[config.mk]
export PLATFORM = sky130hd
export DESIGN_NAME = gen_preset_timer
export DESIGN_NICKNAME = d
export VERILOG_FILES = /design/src/rtl/gen_preset_timer.sv
export SDC_FILE = /design/constraint.sdc
export NUM_CORES = 1
export LEC_CHECK = 0
export BUFFER_PORTS_ARGS = -buffer_cell sky130_fd_sc_hd__buf_2
export CORE_AREA = 4 4 41 43
export DETAILED_ROUTE_END_ITERATION = 10
export DIE_AREA = 0 0 45 47
export GPL_TIMING_DRIVEN = 0
export PLACE_DENSITY = 0.75
export SLEW_MARGIN = 30
export SYNTH_ARGS = -nofsm -noshare
export SYNTH_HDL_FRONTEND = slang
export SYNTH_SLANG_ARGS = --single-unit
[constraint.sdc]
create_clock -name clk -period 3.1 [get_ports clk]
set_input_delay 0.62 -clock clk [delete_from_list [all_inputs] [get_ports clk]]
set_output_delay 0.62 -clock clk [all_outputs]
set_load 0.05 [all_outputs]
[src/rtl/gen_preset_timer.sv]
// Preset-duration down-counter: selects a per-phase duration from (state, specific),
// loads it on pulse and counts down on tick with hold/pause, restart and optional auto-reload.
module gen_preset_timer #(
  parameter int WIDTH       = 6,
  parameter int PRESET_E    = 30,
  parameter int PRESET_A    = 15,
  parameter int PRESET_A_SP = 22,
  parameter int PRESET_G    = 30,
  parameter int PRESET_L    = 5,
  parameter bit AUTO_RELOAD = 1'b0
) (
  input  logic             clk,
  input  logic             reset,
  input  logic             pulse,
  input  logic [1:0]       state,
  input  logic             specific,
  input  logic             tick,
  input  logic             hold,
  output logic [WIDTH-1:0] preset,
  output logic [WIDTH-1:0] count,
  output logic             busy,
  output logic             done
);

  typedef enum logic [1:0] {
    IDLE  = 2'd0,
    RUN   = 2'd1,
    PAUSE = 2'd2
  } fsm_e;

  localparam logic [WIDTH-1:0] P_E    = WIDTH'(PRESET_E);
  localparam logic [WIDTH-1:0] P_A    = WIDTH'(PRESET_A);
  localparam logic [WIDTH-1:0] P_A_SP = WIDTH'(PRESET_A_SP);
  localparam logic [WIDTH-1:0] P_G    = WIDTH'(PRESET_G);
  localparam logic [WIDTH-1:0] P_L    = WIDTH'(PRESET_L);
  localparam logic [WIDTH-1:0] ONE    = WIDTH'(1);
  localparam logic [WIDTH-1:0] ZERO   = '0;

  fsm_e             fsm_q;
  logic [WIDTH-1:0] count_q;
  logic             busy_q;
  logic             done_q;
  logic             inhibit;

  // G with specific set has no duration; loads are refused in that phase
  assign inhibit = (state == 2'b10) && specific;

  always_comb begin
    preset = ZERO;
    case (state)
      2'b00:   preset = P_E;
      2'b01:   preset = specific ? P_A_SP : P_A;
      2'b10:   preset = specific ? ZERO : P_G;
      default: preset = P_L;
    endcase
  end

  always_ff @(posedge clk) begin
    if (reset) begin
      fsm_q   <= IDLE;
      count_q <= ZERO;
      busy_q  <= 1'b0;
      done_q  <= 1'b0;
    end else begin
      done_q <= 1'b0;
      if (pulse && !inhibit) begin
        count_q <= preset;
        if (preset == ZERO) begin
          fsm_q  <= IDLE;
          busy_q <= 1'b0;
          done_q <= 1'b1;
        end else begin
          fsm_q  <= RUN;
          busy_q <= 1'b1;
        end
      end else begin
        case (fsm_q)
          RUN: begin
            if (hold) begin
              fsm_q <= PAUSE;
            end else if (tick) begin
              if (count_q > ONE) begin
                count_q <= count_q - ONE;
              end else begin
                done_q <= 1'b1;
                // Reload only when the current phase actually has a duration
                if (AUTO_RELOAD && !inhibit && (preset != ZERO)) begin
                  count_q <= preset;
                end else begin
                  count_q <= ZERO;
                  fsm_q   <= IDLE;
                  busy_q  <= 1'b0;
                end
              end
            end
          end
          PAUSE: begin
            if (!hold) fsm_q <= RUN;
          end
          default: ;
        endcase
      end
    end
  end

  assign count = count_q;
  assign busy  = busy_q;
  assign done  = done_q;

endmodule

; ---- After elaboration in Yosys (flattened, before gate mapping)
; Index checks and enable logic that the tools add are counted.
[word_totals]
inputBits = 8
regBits = 10
elab_cells = 53
out_inout_bits = 14
[classes]
n_addsub = 1
muxes = 27
n_eq_ne = 9
order_cmp = 1
reduce_logical = 11
[ops]
columns = operator, n
row1 = 6-bit 2-to-1 mux, 5
row2 = 5-bit case mux with 3 select lines, 1
row3 = 1-bit 2-to-1 mux, 13
row4 = 2-bit 2-to-1 mux, 5
row5 = 5-bit 2-to-1 mux, 2
row6 = "4-bit inequality test, second input constant", 2
row7 = 4-bit AND reduction, 2
row8 = "6-bit by 1-bit > comparator with 1-bit output, second input constant", 1
row9 = 6-bit logical NOT, 1
row10 = "6-bit by 1-bit subtractor with 6-bit output, second input constant", 1
row11 = "2-bit by 1-bit == test with 1-bit output, second input constant", 2
row12 = "2-bit == test, second input constant", 2
row13 = 2-bit case mux with 2 select lines, 1
row14 = 2-bit nonzero test, 2
row15 = "3-bit inequality test, second input constant", 1
row16 = 3-bit AND reduction, 1
row17 = 3-bit nonzero test, 1
row18 = 1-bit logical AND, 2
row19 = 2-bit logical NOT, 1
row20 = "2-bit by 1-bit inequality test with 1-bit output, second input constant", 1
row21 = "2-bit inequality test, second input constant", 1
row22 = 1-bit logical NOT, 1

; ---- Longest topological paths before layout
; Gate-level depths: netlist of the first run.
[depth]
word_depth = 6
mapped_depth = 7

; ---- Least setup slack after synthesis of the first run
; No wires, ideal clock.
[synth_timing]
path_kind = input to output
start = in state[0]
end = out preset[1]
arrival_time_ns = 1.716
path_stages = 1
path_buffers = 0
t_required_ns = 2.480
setup_slack_ns = 0.764
cell_sequence = o21ai_0
[synth_between]
elab_chain_cells = 2
[synth_lines]
columns = item, line
row1 = "start, declared", 15  ; input logic [1:0] state,
row2 = "2-bit == test, or another cell as far along", 50  ; case (state)
row3 = 5-bit case mux with 3 select lines (*), 50
row4 = "end, declared", 19  ; output logic [WIDTH-1:0] preset,
; Every way passes the cells marked *; elsewhere a longest branch is shown, timed or not.

; ---- Final worst setup path of the first run
[layout_timing]
start = in specific
end = out preset[0]
[layout_between]
elab_chain_cells = 2
[layout_lines]
columns = item, line
row1 = "start, declared", 16  ; input logic specific,
row2 = 5-bit 2-to-1 mux, 52  ; 2'b01: preset = specific ? P_A_SP : P_A;
row3 = 5-bit case mux with 3 select lines, 50
; Every way passes these cells.

==> results.md, run 1 <==
- Total DRC errors in the routed layout: 0
- Number of nets in the finished design: 110
- Via density per instance: 5.623
- Launching element type of the critical path: input port
- Maximum fanout count along the critical path: 5
- First-pass GRT wire length: 2346 µm
- CORE AREA: 1301 µm²
- Root buffer cell: clkbuf_4
- Static leakage: 0.3266 nW
- Count of hold-fix buffers inserted at cts: 0
- Max Slew Vio Count: 0
- Total standard cell area after synthesis: 641.9 µm²
- Global-route usage over all layers: 0.1495
- Number of H-tree branching levels: 1
- Min-delay worst type: reg -> reg
- Overall Power: 0.3953 mW
- # rows: 13
- # port buffers: 18
- Largest vdd supply drop: 0.0001998 V
- Multi-input gate area: 395.4 µm²
- Height of the die: 47 µm
- Setup Fix Bufs, Post-CTS: 0
- Cts bufs inserted: 3
- Top cell type by total area after synthesis: dfxtp_1
- Fill count: 129
- Worst-Skew Late Latency: 0.26 ns
- Setup ws final: 1.129 ns
- Sequential cell area fraction in the yosys report: 0.3119
- Setup repair after global routing missed its margin: no
- Post-layout min period: 1.971 ns
- Clock slew at reported path FFs: 0.06 ns
- Final Routed Wirelength: 1412 µm
- Number of library cell types mapped by synthesis: 38
- Register Area: 200.2 µm²
- Number of clock sinks: 10
- Post-DP HPWL: 1077 µm
- Number of antenna violations at the first check in global routing: 0
- Required time at the worst-slack endpoint: 2.48 ns
- TritonCTS clock tree: built
- Vias in the first global route: 536
- Power per cell area: 502.2 nW/µm²
- Die Width: 45 µm
- Syn avg cell area: 8.336 µm²
- F_max: 0.5074 GHz
- Gate count after technology mapping: 77
- Routability cong.: 0.7726
- Element type at the critical path end: primary output
- Post-synthesis net count: 87
- # resized after CTS: 0
- First-iteration detailed-routing DRC count: 10
- Layout cells sized above 1: 0.2929
- Clock Skews: 0.001243 ns
- Max capacitance violation total: 0
- Top-level I/O count: 22
- Initial Util: 0.4933
- Count of warnings emitted by yosys: 0
- Final hold vios: 0
- Status: completed
- Final total negative setup slack: 0 ns
- Portion of synthesized cell area occupied by the leading cell type: 0.3119
- Type of the worst setup path: in -> out
- Maximum number of pins on one net before global-route repair: 11
- Tightest hold margin: 0.4836 ns
- ANT nets after route: 0
- Final-report setup violation count: 0
- Grt total ovfl: 0
- Data arrival, critical path: 1.35 ns
- Fin crit share: 0.6358
- Dominant cells by area after synthesis: dfxtp_1, a31oi_1, ha_1
- Clock buffer depth: 2
- Number of optimization iterations in the first detailed-route pass: 4
- Die Area: 2115 µm²
- Yosys reg bits: 10
- Routed via count: 641
- Number of diodes: 0
- Worst slack at placement: 1.138 ns
- Synth-to-layout area growth: 22.61%
- Average routed wire per standard cell: 12.39 µm
[cell usage in the layout (no fill, tap or decap), types with 2 or more instances in the layout]
cell type  count
a31oi_1        5
a21o_1         2
inv_1          4
buf_2         19
dfxtp_1       10
nand2_1        4
clkbuf_4       3
nand3_1        2
nand3b_1       2
nand2b_1       3
and2_1         2
nor3_1         3
o21ai_1        2
o21a_1         2
o211ai_1       2
ha_1           2
nor2_1         3
a21oi_1        4
o21ai_0        4
[worst max-delay path, stage by stage]
cell    delay [ns]
buf_2         0.12
inv_1         0.07
o21a_1        0.23
buf_2         0.31
[kinds of logic (layout without fill, tap and decap cells)]
logic type,after synthesis,after routing,share of synthesized area
other cells,1,1,0.005842
buf+inv,9,31,0.07210
fa+ha+maj,2,2,0.03898
mux,1,1,0.01560
flops,10,10,0.3119
simple gates,27,27,0.2612
compound gates,27,27,0.2943
[worst paths after layout]
check / depth (start not counted) / from / to / slack [ns]
hold / removal: 2 / busy / busy / 0.48
setup reg to reg: 7 / count[0] / count[0] / 1.35
setup / recovery: 4 / specific / preset[0] / 1.13
hold reg to reg: 2 / busy / busy / 0.48
[where the power goes]
part | switching, mW | internal [mW]
combinational | 0.0892 | 0.0434
sequential | 0.00958 | 0.137
clock | 0.0448 | 0.0714
[routing by layer]
metal  up-vias  GRT usage  wire length, µm
met5         -          0                0
met4         0    0.08772               17
li1        333          -                -
met2        20     0.2345              657
met3         2    0.02299               82
met1       286     0.1941              654
[synth_stat cells, drive strengths merged]
| cell | number |
|---|---|
| a21o | 2 |
| a21oi | 4 |
| a221oi | 2 |
| a22o | 1 |
| a31oi | 5 |
| a32oi | 1 |
| a41oi | 1 |
| and2 | 2 |
| buf | 4 |
| clkbuf | 1 |
| conb | 1 |
| dfxtp | 10 |
| ha | 2 |
| inv | 4 |
| mux2i | 1 |
| nand2 | 4 |
| nand2b | 3 |
| nand3 | 2 |
| nand3b | 2 |
| nand4 | 1 |
| nand4b | 1 |
| nand4bb | 1 |
| nor2 | 3 |
| nor2b | 1 |
| nor3 | 3 |
| nor4 | 1 |
| o211ai | 2 |
| o21a | 2 |
| o21ai | 6 |
| o22ai | 1 |
| or2 | 1 |
| or4 | 2 |
[state kept, by name (all words and copies together) (netlist names)]
| register | flops |
|---|---|
| count | 6 |
| fsm_q | 2 |
| done | 1 |
| busy | 1 |
[stage by stage]
step	std cells	cell area, µm²	util
floorplan	77	641.9	-
global placement	110	750.7	0.5769
detailed placement	110	750.7	0.5769
finish	114	787.0	0.6048
global route	114	787.0	0.6048
CTS	114	787.0	0.6048
[area by class of cell]
cell class,count,area share
multi-input cells,58,0.5024
flip-flops and latches,10,0.2544
repair buffers,18,0.1145
clock buffers,4,0.04610
plain buffers,5,0.03975
well taps,15,0.02385
inverters,4,0.01908
(Power assumes the default switching activity.)
==> run 2: changes to the inputs <==
Settings changed: CORE_AREA 4 4 41 43 to default, CORE_MARGIN from default to 4, CORE_UTILIZATION from default to 47, DIE_AREA 0 0 45 47 to default, PLACE_DENSITY 0.75 to 0.74.
Clock period 3.1 ns to 1.9 ns, I/O delays scaled along.
==> run 2 against run 1 <==
Against the previous run:
- sequential share of layout area is 0.24 points higher
- global-route usage is 1.0 points higher
- sequential power increased by 63%
- utilization rose by 0.19 points
- critical endpoint is now count[0]
- combinational power grew 65%
- critical path depth up 3
==> results.md, run 2 (same netlist as run 1, synthesis figures left out) <==
- Count of hold-fix buffers inserted at cts: 0 (unchanged)
- ANT nets after route: 0 (unchanged)
- Type of the worst setup path: reg -> reg (was in -> out)
- Number of cells after detailed placement: 110 (unchanged)
- Layout Cells excl Fill: 114 (unchanged)
- Maximum number of pins on one net before global-route repair: 11 (unchanged)
- Fill count: 126 (was 129)
- Register Area: 202.7 µm² (was 200.2 µm²)
- Total DRC errors in the routed layout: 0 (unchanged)
- Die Area: 2021 µm² (was 2115 µm²)
- Portion of total power attributed to sequential cells: 0.366 (was 0.371)
- Maximum fanout count along the critical path: 6 (was 5)
- Worst-Skew Late Latency: 0.27 ns (was 0.26 ns)
- Most common cell after layout, fill and taps aside: buf_2 (unchanged)
- # resized after CTS: 0 (unchanged)
- Setup Fix Bufs, Post-CTS: 0 (unchanged)
- Power per cell area: 829.6 nW/µm² (was 502.2 nW/µm²)
- Data arrival, critical path: 1.93 ns (was 1.35 ns)
- Vias in the first global route: 577 (was 536)
- Global-route usage over all layers: 0.1599 (was 0.1495)
- Number of nets in the finished design: 110 (unchanged)
- Final total negative setup slack: 0 ns (unchanged)
- Clock buffer depth: 2 (unchanged)
- Chain of cells forming the critical path: inv_1 -> ha_1 -> or2_1 -> buf_6 -> a31oi_1 -> a221oi_1 -> nor3_1 (was buf_2 -> inv_1 -> o21a_1 -> buf_2)
- Max Slew Vio Count: 0 (unchanged)
- Grt total ovfl: 0 (unchanged)
- Launching element type of the critical path: register (was input port)
- Clock network fraction of design power: 0.298 (was 0.294)
- Overall Power: 0.6550 mW (was 0.3953 mW)
- Most Crowded Layer GR: met2 (unchanged)
- Top-level I/O count: 22 (unchanged)
- Reported net switching power: 0.2433 mW (was 0.1436 mW)
- Die Width: 44.96 µm (was 45 µm)
- Largest vdd supply drop: 0.0003492 V (was 0.0001998 V)
- Flip-flop count of the largest register after layout: 6 (unchanged)
- Standard cell area after detailed placement: 753.2 µm² (was 750.7 µm²)
- Highest-count cells in the layout ignoring fill and taps: buf_2, dfxtp_1, a31oi_1 (unchanged)
- Clock slew at reported path FFs: 0.07 ns (was 0.06 ns)
- First-pass GRT wire length: 2415 µm (was 2346 µm)
- Required time at the worst-slack endpoint: 2.09 ns (was 2.48 ns)
- Layout cells sized above 1: 0.3131 (was 0.2929)
- Synth-to-layout area growth: 23.00% (was 22.61%)
- Routed via count: 665 (was 641)
- Routability cong.: 0.7771 (was 0.7726)
- Combinational fraction of design power: 0.336 (was 0.335)
- Met2 Usage GRT: 0.2712 (was 0.2345)
- Maximum single-stage delay on the critical path: 0.37 ns (was 0.31 ns)
- Fin crit share: 0.9172
- Final Routed Wirelength: 1578 µm (was 1412 µm)
- Number of optimization iterations in the first detailed-route pass: 4 (unchanged)
- Final hold vios: 0 (unchanged)
- Post-DP HPWL: 1129 µm (was 1077 µm)
- Height of the die: 44.96 µm (was 47 µm)
- Root buffer cell: clkbuf_4 (unchanged)
- Number of antenna violations at the first check in global routing: 0 (unchanged)
- Static leakage: 0.3274 nW (was 0.3266 nW)
- Global routing usage on met1: 0.1976 (was 0.1941)
- Library cell contributing the largest single delay on the critical path: dfxtp_2 (was buf_2)
- First-iteration detailed-routing DRC count: 20 (was 10)
- CORE AREA: 1301 µm² (unchanged)
- Setup repair after global routing missed its margin: no (unchanged)
- Internal power component: 0.4117 mW (was 0.2517 mW)
- Max capacitance violation total: 0 (unchanged)
- F_max: 0.5738 GHz
- Via density per instance: 5.833 (was 5.623)
- Final-report setup violation count: 0 (unchanged)
- Average routed wire per standard cell: 13.84 µm (was 12.39 µm)
- Element type at the critical path end: register (was primary output)
- Number of diodes: 0 (unchanged)
- Post-layout min period: 1.743 ns
- Layout Cell Area excl Fill: 789.5 µm² (was 787.0 µm²)
- Cts bufs inserted: 3 (unchanged)
- Clock Skews: 0.002715 ns (was 0.001243 ns)
- Fraction of power spent switching nets: 0.3714 (was 0.3632)
- Number of clock sinks: 10 (unchanged)
- Number of H-tree branching levels: 1 (unchanged)
- Finished Core Util: 0.6067 (was 0.6048)
- Status: completed (unchanged)
- Initial Util: 0.4933 (unchanged)
- # port buffers: 18 (unchanged)
- # rows: 13 (unchanged)
- Min-delay worst type: in -> reg (was reg -> reg)
- M3 GR Usage: 0.01195 (was 0.02299)
- Multi-input gate area: 395.4 µm² (unchanged)
- TritonCTS clock tree: built (unchanged)
[run 2: cell type report]
cell class                      count  share of cell area
Inverter                            4             0.01902
Sequential cell                    10              0.2567
Buffer                              5             0.03962
Timing Repair Buffer               18              0.1141
Clock buffer                        4             0.04596
Tap cell                           15             0.02377
Multi-Input combinational cell     58              0.5008
[run 2: worst paths after layout]
path              cells past startpoint      from       end  slack [ns]
setup / recovery                      7  count[0]  count[0]        0.16
hold / removal                        3      hold  fsm_q[1]        0.40
setup reg to reg                      7  count[0]  count[0]        0.16
hold reg to reg                       2      busy      busy        0.48
[run 2: per-layer routing]
layer	up-vias	routed length (µm)
met3	2	71
li1	335	-
met4	0	19
met1	306	750
met2	22	738
met5	-	0
[run 2: through the flow]
step                hold WS [ns]  setup WS [ns]
finish                    0.3973         0.1573
global route              0.4084        0.08820
CTS                       0.3923         0.1728
detailed placement        0.4812         0.1901
global placement          0.4645         0.2016
floorplan                 0.4606        0.04366
[run 2: power groups by stage]
stage	Combinational [mW]	Sequential (mW)	Clock (mW)
CTS	0.219	0.239	0.196
global placement	0.216	0.244	0
detailed placement	0.218	0.244	0
floorplan	0.131	0.282	0
finish	0.220	0.240	0.195
global route	0.234	0.242	0.203
[run 2: worst max-delay path: cells and delay by family, from the launching register on]
| family | cells | cell delay, ns |
|---|---|---|
| fa+ha+maj | 1 | 0.23 |
| flops | 1 | 0.37 |
| buf+inv | 2 | 0.20 |
| simple gates | 2 | 0.41 |
| compound gates | 2 | 0.45 |
==> run 3: changes to the inputs <==
Settings changed: BUFFER_PORTS_ARGS -buffer_cell sky130_fd_sc_hd__buf_2 to default, CELL_PAD_IN_SITES_DETAIL_PLACEMENT from default to 0, CELL_PAD_IN_SITES_GLOBAL_PLACEMENT from default to 1, CORE_UTILIZATION 47 to 42, DONT_BUFFER_PORTS from default to 1, PLACE_DENSITY 0.74 to 0.72.
==> run 3 against run 2 <==
Against the previous run:
- maximum frequency about the same
- power decreased by 4.2%
- flip-flop and latch count unchanged
- final area decreased by 10%
- clock skew increased by 0.0026 ns
- sequential share of layout area increased by 3.6 points
- register-to-register slack about the same
- global-route usage increased by 0.28 points
- combinational power decreased by 30%
==> results.md, run 3 (same netlist as run 1, synthesis figures left out) <==
- Clock buffer depth: 2 (unchanged)
- R2r worst-path depth: 7 (unchanged)
- Setup ws final: 0.1567 ns (was 0.1573 ns)
- Setup Fix Bufs, Post-CTS: 0 (unchanged)
- Layout Cell Area excl Fill: 710.7 µm² (was 789.5 µm²)
- Chain of cells forming the critical path: and2_1 -> a21oi_1 (was inv_1 -> ha_1 -> or2_1 -> buf_6 -> a31oi_1 -> a221oi_1 -> nor3_1)
- Fill count: 153 (was 126)
- Maximum fanout count along the critical path: 5 (was 6)
- Via density per instance: 6.125 (was 5.833)
- Worst max-slew margin expressed relative to the limit: 0.3177
- Global-route usage over all layers: 0.1627 (was 0.1599)
- Die Area: 2217 µm² (was 2021 µm²)
- Post-DP HPWL: 1110 µm (was 1129 µm)
- Maximum single-stage delay on the critical path: 0.80 ns (was 0.37 ns)
- Element type at the critical path end: primary output (was register)
- Clock Skews: 0.005323 ns (was 0.002715 ns)
- Max capacitance violation total: 0 (unchanged)
- First-iteration detailed-routing DRC count: 14 (was 20)
- TritonCTS clock tree: built (unchanged)
- Worst slack at placement: -0.01101 ns (was 0.1901 ns)
- Count of hold-fix buffers inserted at cts: 0 (unchanged)
- Worst-Skew Late Latency: 0.27 ns (about the same)
- Launch point of the critical path: specific (was count[0])
- Vias in the first global route: 580 (was 577)
- Top-level I/O count: 22 (unchanged)
- Number of diodes: 0 (unchanged)
- Number of buffers and inverters on the critical path: 0 (was 2)
- Average routed wire per standard cell: 15.66 µm (was 13.84 µm)
- Highest-count cells in the layout ignoring fill and taps: dfxtp_1, inv_1, a21oi_1, nand2_1, a31oi_1 (was buf_2, dfxtp_1, a31oi_1)
- Min-delay worst type: in -> reg (unchanged)
- Static leakage: 0.2499 nW (was 0.3274 nW)
- # port buffers: 0 (was 18)
- Most common cell after layout, fill and taps aside: dfxtp_1 (was buf_2)
- Standard cell area after detailed placement: 663.1 µm² (was 753.2 µm²)
- Routed via count: 588 (was 665)
- F_max: 0.5736 GHz (was 0.5738 GHz)
- Launching element type of the critical path: input port (was register)
- Levels on crit path: 2 (was 7)
- Family of cells with the greatest summed delay on the critical path: compound AO/OA/AOI/OAI gates (unchanged)
- First-pass GRT wire length: 2518 µm (was 2415 µm)
- Number of H-tree branching levels: 1 (unchanged)
- Power per cell area: 882.7 nW/µm² (was 829.6 nW/µm²)
- Synth-to-layout area growth: 10.72% (was 23.00%)
- Tightest Pin Transition: 1.027 ns
- Die Width: 47.09 µm (was 44.96 µm)
- Endpoint of the most critical setup path: preset[4] (was count[0])
- Post-layout min period: 1.743 ns (about the same)
- Setup repair after global routing missed its margin: no (unchanged)
- Flip-flop count of the largest register after layout: 6 (unchanged)
- Fin crit share: 0.9175 (was 0.9172)
- Routability cong.: 0.7318 (was 0.7771)
- Maximum number of pins on one net before global-route repair: 11 (unchanged)
- Required time at the worst-slack endpoint: 1.52 ns (was 2.09 ns)
- Max Slew Vio Count: 0 (unchanged)
- Final Routed Wirelength: 1503 µm (was 1578 µm)
- Final-report setup violation count: 0 (unchanged)
- Data arrival, critical path: 1.36 ns (was 1.93 ns)
- Cts bufs inserted: 3 (unchanged)
- Register-to-register path setup slack: 0.16 ns (about the same)
- ANT nets after route: 0 (unchanged)
- CORE AREA: 1366 µm² (was 1301 µm²)
- Final hold vios: 0 (unchanged)
- Total DRC errors in the routed layout: 0 (unchanged)
- Largest vdd supply drop: 0.0003760 V (was 0.0003492 V)
- Number of optimization iterations in the first detailed-route pass: 4 (unchanged)
- # rows: 13 (unchanged)
- Grt total ovfl: 0 (unchanged)
- Initial Util: 0.4698 (was 0.4933)
- Type of the worst setup path: in -> out (was reg -> reg)
- Launch point of the worst reg-to-reg path: count[0] (unchanged)
- Status: completed (unchanged)
- Number of antenna violations at the first check in global routing: 0 (unchanged)
- Number of clock sinks: 10 (unchanged)
- Number of nets in the finished design: 92 (was 110)
- End of the worst register-to-register path: count[0] (unchanged)
- Library cell contributing the largest single delay on the critical path: a21oi_1 (was dfxtp_2)
- Root buffer cell: clkbuf_4 (unchanged)
- Clock slew at reported path FFs: 0.06 ns (was 0.07 ns)
- Hold-critical path depth: 2 (was 3)
- Height of the die: 47.09 µm (was 44.96 µm)
- Layout cells sized above 1: 0.1728 (was 0.3131)
==> run 3: per-stage QoR <==
step                cells    util  power [mW]  hold slack [ns]  setup TNS, ns
floorplan              77       -      0.4131           0.4606              0
global placement       92  0.4853      0.4381           0.4824       -0.01923
detailed placement     92  0.4853      0.4391           0.4960       -0.01101
CTS                    96  0.5156      0.6308           0.2550              0
global route           96  0.5201      0.6643           0.2518              0
finish                 96  0.5201      0.6273           0.2588              0
==> run 3: area by class of cell <==
type | instances | area (µm²) | area share
Inverter | 4 | 15.01 | 0.02113
Clock buffer | 4 | 36.28 | 0.05106
Tap cell | 15 | 18.77 | 0.02641
Buffer | 5 | 31.28 | 0.04401
Sequential cell | 10 | 207.7 | 0.2923
Multi-Input combinational cell | 58 | 401.6 | 0.5651
==> run 3: per-layer routing <==
| layer | part of all wire | track usage |
|---|---|---|
| met2 | 0.44 | 0.2358 |
| met5 | 0 | 0 |
| met1 | 0.48 | 0.2182 |
| met4 | 0.013 | 0.08287 |
| met3 | 0.069 | 0.04598 |
==> run 3: where the power goes <==
part / switching (mW) / internal (mW)
Sequential: 0.0575 / 0.224
Clock: 0.0768 / 0.116
Combinational: 0.0971 / 0.0561
==> run 3: worst min-delay path by stage <==
stage / start / end / slack [ns]
final: hold / fsm_q[1] / 0.26
after detailed placement: fsm_q[1] / fsm_q[1] / 0.50
after global placement: fsm_q[0] / fsm_q[1] / 0.48
after floorplan: fsm_q[1] / fsm_q[1] / 0.46
after global routing: hold / fsm_q[1] / 0.25
after CTS: hold / fsm_q[1] / 0.25
==> run 3: timing repair <==
item / 4_1_cts / 5_1_grt
gates resized for setup: 2 / 1
setup endpoints to repair: 1 / 1
pin swaps: 0 / 1
endpoints found under the hold margin: 0 / 0
